### src/rtl/dcm_freq_decoder.sv
// Measures the clk_2 period in clk_1 edges and decodes it to one of eight divider codes.
// Tracks lock against repeated identical codes and flags stopped clk_2 or a code mismatch.
module dcm_freq_decoder #(
   parameter int SYNC_STAGES   = 2,
   parameter int CONFIRM       = 2,
   parameter int TIMEOUT_TICKS = 255
) (
   input  logic       clk,
   input  logic       rst,
   input  logic       clk_1,
   input  logic       clk_2,
   input  logic [2:0] expected,
   output logic [2:0] prog_meas,
   output logic [7:0] period_cnt,
   output logic       meas_valid,
   output logic       meas_err,
   output logic       locked,
   output logic       mismatch,
   output logic       timeout
);

   localparam logic [2:0] CONFIRM_L = 3'(CONFIRM);
   localparam logic [7:0] TIMEOUT_L = 8'(TIMEOUT_TICKS);

   typedef enum logic [1:0] {
      IDLE    = 2'd0,
      MEASURE = 2'd1,
      EVAL    = 2'd2
   } state_t;

   function automatic logic is_pow2(input logic [7:0] v);
      is_pow2 = (v != 8'd0) && ((v & (v - 8'd1)) == 8'd0);
   endfunction

   function automatic logic [2:0] log2_8(input logic [7:0] v);
      log2_8 = 3'd0;
      for (int i = 0; i < 8; i++) begin
         if (v[i]) begin
            log2_8 = 3'(i);
         end
      end
   endfunction

   state_t                 state_r;
   logic [SYNC_STAGES-1:0] sync1_r;
   logic [SYNC_STAGES-1:0] sync2_r;
   logic                   prev1_r;
   logic                   prev2_r;
   logic [7:0]             cnt_r;
   logic [2:0]             conf_r;

   logic       rise1_s;
   logic       rise2_s;
   logic [7:0] cnt_inc_s;
   logic [7:0] cap_s;
   logic       cap_pow2_s;
   logic [2:0] cap_code_s;
   logic [2:0] conf_inc_s;
   logic [2:0] conf_next_s;

   // Synchronizers and previous-value flops for rise detection
   always_ff @(posedge clk) begin
      if (rst) begin
         sync1_r <= '0;
         sync2_r <= '0;
         prev1_r <= 1'b0;
         prev2_r <= 1'b0;
      end else begin
         sync1_r <= {sync1_r[SYNC_STAGES-2:0], clk_1};
         sync2_r <= {sync2_r[SYNC_STAGES-2:0], clk_2};
         prev1_r <= sync1_r[SYNC_STAGES-1];
         prev2_r <= sync2_r[SYNC_STAGES-1];
      end
   end

   // Edge detect, closing-period capture (a coincident clk_1 rise counts) and confirm update
   always_comb begin
      rise1_s    = sync1_r[SYNC_STAGES-1] & ~prev1_r;
      rise2_s    = sync2_r[SYNC_STAGES-1] & ~prev2_r;
      cnt_inc_s  = (cnt_r == 8'hFF) ? 8'hFF : (cnt_r + 8'd1);
      if (rise1_s) begin
         cap_s = cnt_inc_s;
      end else begin
         cap_s = cnt_r;
      end
      cap_pow2_s = is_pow2(cap_s);
      cap_code_s = log2_8(cap_s);
      conf_inc_s = (conf_r == 3'd7) ? 3'd7 : (conf_r + 3'd1);
      if ((conf_r != 3'd0) && (cap_code_s == prog_meas)) begin
         conf_next_s = conf_inc_s;
      end else begin
         conf_next_s = 3'd1;
      end
   end

   // Measurement FSM with registered outputs
   always_ff @(posedge clk) begin
      if (rst) begin
         state_r    <= IDLE;
         cnt_r      <= 8'd0;
         conf_r     <= 3'd0;
         prog_meas  <= 3'd0;
         period_cnt <= 8'd0;
         meas_valid <= 1'b0;
         meas_err   <= 1'b0;
         locked     <= 1'b0;
         mismatch   <= 1'b0;
         timeout    <= 1'b0;
      end else begin
         meas_valid <= 1'b0;
         meas_err   <= 1'b0;
         mismatch   <= locked & (prog_meas != expected);
         case (state_r)
            IDLE: begin
               cnt_r <= 8'd0;
               if (rise2_s) begin
                  state_r <= MEASURE;
                  timeout <= 1'b0;
               end
            end
            MEASURE: begin
               if (rise2_s) begin
                  state_r    <= EVAL;
                  cnt_r      <= 8'd0;
                  period_cnt <= cap_s;
                  if (cap_pow2_s) begin
                     prog_meas  <= cap_code_s;
                     meas_valid <= 1'b1;
                     conf_r     <= conf_next_s;
                     locked     <= (conf_next_s >= CONFIRM_L);
                  end else begin
                     meas_err <= 1'b1;
                     conf_r   <= 3'd0;
                     locked   <= 1'b0;
                  end
               end else if (rise1_s) begin
                  if (cnt_inc_s >= TIMEOUT_L) begin
                     state_r <= IDLE;
                     cnt_r   <= 8'd0;
                     timeout <= 1'b1;
                     locked  <= 1'b0;
                     conf_r  <= 3'd0;
                  end else begin
                     cnt_r <= cnt_inc_s;
                  end
               end
            end
            EVAL: begin
               // clk_2 rises here are illegal and deliberately ignored
               state_r <= MEASURE;
               cnt_r   <= rise1_s ? 8'd1 : 8'd0;
            end
            default: begin
               state_r <= IDLE;
               cnt_r   <= 8'd0;
            end
         endcase
      end
   end

endmodule
### config.mk
export PLATFORM = sky130hd
export DESIGN_NAME = dcm_freq_decoder
export DESIGN_NICKNAME = d
export VERILOG_FILES = /design/src/rtl/dcm_freq_decoder.sv
export SDC_FILE = /design/constraint.sdc
export NUM_CORES = 1
export LEC_CHECK = 0
export ABC_CLOCK_PERIOD_IN_PS = 5100
export BUFFER_PORTS_ARGS = -buffer_cell sky130_fd_sc_hd__buf_2
export CAP_MARGIN = 20
export CORE_MARGIN = 5
export CORE_UTILIZATION = 40
export CTS_CLUSTER_DIAMETER = 40
export DETAILED_ROUTE_END_ITERATION = 6
export MAX_ROUTING_LAYER = met4
export PLACE_DENSITY = 0.54
export SYNTH_ARGS = -nofsm -noshare
export SYNTH_HDL_FRONTEND = slang
export SYNTH_SLANG_ARGS = --single-unit
### constraint.sdc
create_clock -name clk -period 5.1 [get_ports clk]
set_clock_uncertainty 0.05 [all_clocks]
set_input_delay 1.53 -clock clk [delete_from_list [all_inputs] [get_ports clk]]
set_output_delay 1.53 -clock clk [all_outputs]
set_load 0.03 [all_outputs]
* Yosys cells after proc, flatten, opt, wreduce, memory -nomap -nowiden
Index checks and enable logic that the tools add are counted.
** Word-level totals
- Register bits :: 35
- Input port bits :: 7
- Output and inout port bits :: 16
- Logic and storage cells :: 90
** Operators by class
- Add/sub/neg operators :: 3
- Magnitude comparators :: 2
- Equality and inequality tests :: 12
- Multiplexer cells :: 36
- Bitwise operators :: 8
- Reduce and logical (&&, ||, !) cells :: 15
** Operators with widths (count)
- $mux W8 :: 5
- $mux W3 :: 12
- $pmux W8 S2 :: 1
- $mux W1 :: 12
- $reduce_and A3 Y1 :: 3
- $add A8 B1 Y8 const B :: 1
- $and A8 B8 Y8 :: 1
- $eq A8 B8 Y1 const B :: 1
- $ge A8 B8 Y1 const B :: 1
- $logic_not A8 Y1 :: 1
- $mux W2 :: 4
- $ne A2 B2 Y1 const B :: 4
- $reduce_bool A8 Y1 :: 1
- $sub A8 B1 Y8 const B :: 1
- $ne A3 B3 Y1 const B :: 2
- $pmux W2 S3 :: 1
- $reduce_bool A2 Y1 :: 3
- $reduce_and A5 Y1 :: 1
- $not A1 Y1 :: 4
- $add A3 B1 Y3 const B :: 1
- $and A1 B1 Y1 :: 3
- $eq A3 B3 Y1 :: 1
- $eq A3 B3 Y1 const B :: 1
- $ge A3 B2 Y1 const B :: 1
- other kinds (9) :: 10

* Longest topological paths before layout
- Depth after elaboration :: 16
- Mapped depth :: 12
- Gate-level depth less buffers :: 9

* Least setup slack after synthesis
OpenSTA, ideal clock, no wires.
- Path type :: register to register
- Start point :: reg cnt_r[0]
- End point :: reg locked
- Library setup time :: 0.071 ns
- Arrival :: 2.614 ns
- Data required time :: 4.979 ns
- Setup slack :: 2.365 ns
- Stages on the path, launching flop included :: 11
- Path buffers :: 1
- Clock period less this slack :: 2.735 ns
- Cells stage by stage :: dfxtp_1 ha_1 buf_6 and3b_4 or3_4 nand3_2 a31oi_1 or4_4 nor3_4 or4b_1 a21oi_1
** Between the ends
- Word-level cells in the longest chain between the ends :: 16
- Elaborated cells on any way between the ends :: 25
- Classes of those cells :: 2 x add/sub; 2 x order compare; 2 x eq/ne; 12 x mux; 1 x bitwise; 6 x reduce/logical
** Ends and longest elaborated chain
- start, declared :: line 49 : logic [7:0] cnt_r;
- start signal, assigned :: line 144 : cnt_r <= cnt_inc_s;
- start signal, assigned :: line 151 : cnt_r <= rise1_s ? 8'd1 : 8'd0;
- $add A8 B1 Y8 / $eq A8 B8 Y1 (equally long branches) :: line 80 : cnt_inc_s = (cnt_r == 8'hFF) ? 8'hFF : (cnt_r + 8'd1);
- $mux W8 :: line 80
- $mux W8 :: line 81 : if (rise1_s) begin
- $mux W1 :: line 38 : if (v[i]) begin
- $mux W3 (6 in a row) :: line 38
- $eq A3 B3 Y1 :: line 89 : if ((conf_r != 3'd0) && (cap_code_s == prog_meas)) begin
- $logic_and A1 B1 Y1 :: line 89
- $mux W3 :: line 89
- $ge A3 B2 Y1 :: line 130 : locked <= (conf_next_s >= CONFIRM_L);
- $mux W1 :: line 126 : if (cap_pow2_s) begin
- $mux W1 :: line 122 : if (rise2_s) begin
- end signal, assigned :: line 130
- end, declared :: line 17 : output logic locked,
Several ways; a longest one is shown, not always the timed one.
A chain may end at the register's enable or synchronous reset.

* Worst setup path in the final report
Same ends and word-level chain as after synthesis.

==> results list <==
* Number of buffers added on ports: 22
- Via count: 2,036
- Synthesis handed over a netlist of 284 instances.
* Least setup slack across all paths after layout: 1760 ps
* Synthesized area: 0.00222 mm^2
* Overflow left after global routing: 0
* Main synth FF type: dfxtp_1
- Final net count: 306
- After clock tree synthesis, the clock-pin slew on the worst setup and hold paths is 70 ps.
- Cell types occupying the most area after synthesis: dfxtp_1 32%, a21oi_1 5.0%, nor2_1 4.6%, nand2_1 4.1%, ha_1 3.9%
- Final Routed Wirelength: 5520 um
* Clock tree from TritonCTS: built
- Synthesis-to-layout area growth: 10.4%
- Pint: 499 uW
- The layout has 564 filler cells.
- After detailed routing, the number of remaining DRC violations is 0.
- Summed over all instances, the cell type with the most area after synthesis is dfxtp_1.
- Clk network pwr share: 45.6%
- Final worst-path cycle share: 65.6%
- Data on the critical path arrives at its endpoint at 3520 ps.
- In this run the clock root is driven by a clkbuf_8.
- Measured along the x axis, the die boundary spans 84.5 um.
- The worst setup path is captured at a register.
- Prior to clock tree synthesis, the placed netlist has a worst setup slack of 1850 ps.
- Clock latency on the worst-skew pair, taken at its later pin, is 300 ps.
- Vias in the first global route: 1,978
- For this run, the top clock speed supported by timing is 299 MHz.
- No sink is reached through more buffers than the 2 on the longest clock path.
- Yosys warning count: 0
- Once layout is complete, the cells apart from fillers number 365.
- Min Clock Period, post-route: 3340 ps
- In this run the core area contains 27 standard-cell rows.
- Setup repair after global routing missed its margin: false
- The initial utilization of the core area, before any placement, comes to 40.9%.
- Die ar.: 0.00715 mm^2
- The share of total power dissipated in combinational logic is 11.7%.
- Adding up every negative setup slack in the final design gives 0 ps.
- Net count of the mapped netlist: 298
* Kind of critical path: register to register
- Across all hold checks on the routed design, the worst slack comes to 401 ps.
- The share of total power dissipated in sequential elements is 42.7%.
- Number of synthesized register bits: 35
* Placed instance count: 357
* Total global routing track utilization: 16.4%
- # resized after CTS: 0
- Global-route wire length before repair: 9280 um
* Max Fanout on Critical Path: 12
- DR WL/cell: 15.1 um
- Detail-routed via count per cell: 5.58
- The number of hold violations in the final report is 0.
- Final count of negative-setup-slack endpoints: 0
- Violation count after the first detailed-route iteration: 117
* Share of cells above drive strength 1: 14.3%
- Startpoint types: register
- Maximum ir drop on the vdd rail: 0.238 mV
* TritonCTS Buffers: 5
- A synthesized cell averages 7.82 um^2.
* H-tree level count: 2
* Switching part of the total power: 25.2%
- Antenna violations before repair: 0
* Leakage power figure: 0.837 nW
- In this run the power spent charging and discharging nets is 168 uW.
- Yosys mapped a number of flops with a built-in enable equal to 0.
- The die is 84.5 um tall.
- Fraction of post-synthesis cell area in the top cell type by area: 31.5%
* Core ar.: 0.00544 mm^2
- Distinct cell type count after synthesis: 59
* Final number of max-transition violations: 0
- The number of setup buffers added after CTS is 0.
- Total I/O pin count: 23
* Pre-Repair DR Iteration Count: 4
- After legalization and detailed placement, the total HPWL measured 4010 um.
- Gp weighted congestion: 0.901
- Portion of the post-synthesis area used by sequential elements: 31.5%
- Post-route antenna net violation count: 0
- Number of diodes added for antenna fixing: 0
* Largest net degree at the start of global routing: 35
* Status: completed
- The path class of the tightest hold or removal check is register to register.
* Ratio of total power to cell area: 272 mW/mm^2
* Async S/R FF share, synth: 0%
* Number of max-capacitance violations reported: 0
- STA puts the critical path data required time at 5280 ps.
- Once layout is complete, the utilization of the core stands at 45.1%.
* Clk sinks: 35
* Relative max-transition margin: 47.7%
- Quantity of hold-fixing buffers added after cts: 0
- Actual slew at the worst max-slew pin: 783 ps
## path summary, 6_finish.rpt
path,slack [ps],cells after the start,endpoint,from
worst min register to register,400,1,sync2_r[1]$_SDFF_PP0_,sync2_r[0]$_SDFF_PP0_
worst min-delay path,400,1,sync2_r[1]$_SDFF_PP0_,sync2_r[0]$_SDFF_PP0_
worst max-delay path,1760,9,locked$_SDFFE_PP0P_,cnt_r[0]$_SDFFE_PP0N_
worst max register to register,1760,9,locked$_SDFFE_PP0P_,cnt_r[0]$_SDFFE_PP0N_
## metrics by stage
stage                     total power [mW]  area (um^2)
after CTS                            0.674         2450
final                                0.667         2450
after global routing                 0.700         2450
after detailed placement             0.369         2320
after floorplan                      0.351         2220
after global placement               0.370         2320
## worst max-delay path: stages (launching register included)
cell	delay [ps]
dfxtp_1	550
ha_1	420
and3_1	410
nand4_1	180
o32ai_2	310
o211a_1	220
mux2i_1	130
nor3_4	370
or4b_1	480
a21oi_1	150
## flip-flops by register name, indices dropped and copies added, names as in the netlist
signal / flops
cnt_r: 8
conf_r: 3
locked: 1
meas_err: 1
meas_valid: 1
mismatch: 1
period_cnt: 8
prev1_r: 1
prev2_r: 1
prog_meas: 3
state_r: 2
sync1_r: 2
sync2_r: 2
timeout: 1
## layout by cell type (no fill, tap or decap), types with 3 or more instances in the layout
| master | n |
|---|---|
| a211oi_1 | 7 |
| a21oi_1 | 22 |
| a221oi_1 | 3 |
| a311oi_1 | 3 |
| a31oi_1 | 6 |
| buf_2 | 22 |
| clkbuf_8 | 5 |
| dfxtp_1 | 35 |
| ha_1 | 7 |
| inv_1 | 14 |
| mux2i_1 | 5 |
| nand2_1 | 24 |
| nand2b_1 | 4 |
| nand3_1 | 10 |
| nand4_1 | 7 |
| nor2_1 | 27 |
| nor2b_1 | 12 |
| nor3_1 | 5 |
| o21a_1 | 3 |
| o21ai_0 | 17 |
| o22ai_1 | 3 |
| xnor2_1 | 5 |
## synthesized netlist by cell type, types with 2 or more instances
| cell | count |
|---|---|
| dfxtp_1 | 35 |
| nor2_1 | 27 |
| nand2_1 | 24 |
| a21oi_1 | 22 |
| o21ai_0 | 17 |
| inv_1 | 14 |
| nor2b_1 | 12 |
| clkbuf_1 | 11 |
| nand3_1 | 10 |
| a211oi_1 | 7 |
| ha_1 | 7 |
| nand4_1 | 7 |
| a31oi_1 | 6 |
| buf_2 | 6 |
| mux2i_1 | 5 |
| nor3_1 | 5 |
| xnor2_1 | 5 |
| nand2b_1 | 4 |
| a221oi_1 | 3 |
| a311oi_1 | 3 |
| o21a_1 | 3 |
| o22ai_1 | 3 |
| a22oi_1 | 2 |
| and2_1 | 2 |
| and3_1 | 2 |
| buf_6 | 2 |
| mux2_2 | 2 |
| nand4b_1 | 2 |
| nor3b_1 | 2 |
| nor4_1 | 2 |
| o211ai_1 | 2 |
| o31ai_1 | 2 |
| xor2_1 | 2 |
## layer usage
layer,GRT usage [%],part of all wire [%],vias to the layer above
li1,-,-,1041
met1,21.0,48,931
met2,25.6,45,56
met3,3.73,4.7,8
met4,5.18,1.8,0
met5,-,0,-
## kinds of logic after synthesis
family / Yosys count / share of synthesized area, %
and+or+nand+nor: 113 / 28.0
AOI/OAI and AO/OA: 80 / 23.3
buffers and inverters: 35 / 7.15
DFF: 35 / 31.5
xor gates and xnor gates: 7 / 2.76
muxes: 7 / 3.27
adders and majority gates: 7 / 3.94
## cell type report
type	instances	area, um^2	area share [%]
multi-input cells	214	1360	55.6
well taps	72	90.1	3.67
repair buffers	22	110	4.49
clock buffers	5	68.8	2.81
clock inverters	3	67.6	2.76
flip-flops and latches	35	701	28.6
inverters	14	52.6	2.14
## power groups by stage
stage / sequential [mW] / clock (mW) / combinational, mW
2_1_floorplan: 0.290 / 0 / 0.0608
3_3_place_gp: 0.291 / 0 / 0.0784
3_5_place_dp: 0.291 / 0 / 0.0776
4_1_cts: 0.285 / 0.311 / 0.0782
5_1_grt: 0.287 / 0.325 / 0.0889
6_report: 0.285 / 0.305 / 0.0781
(Power assumes the default switching activity.)
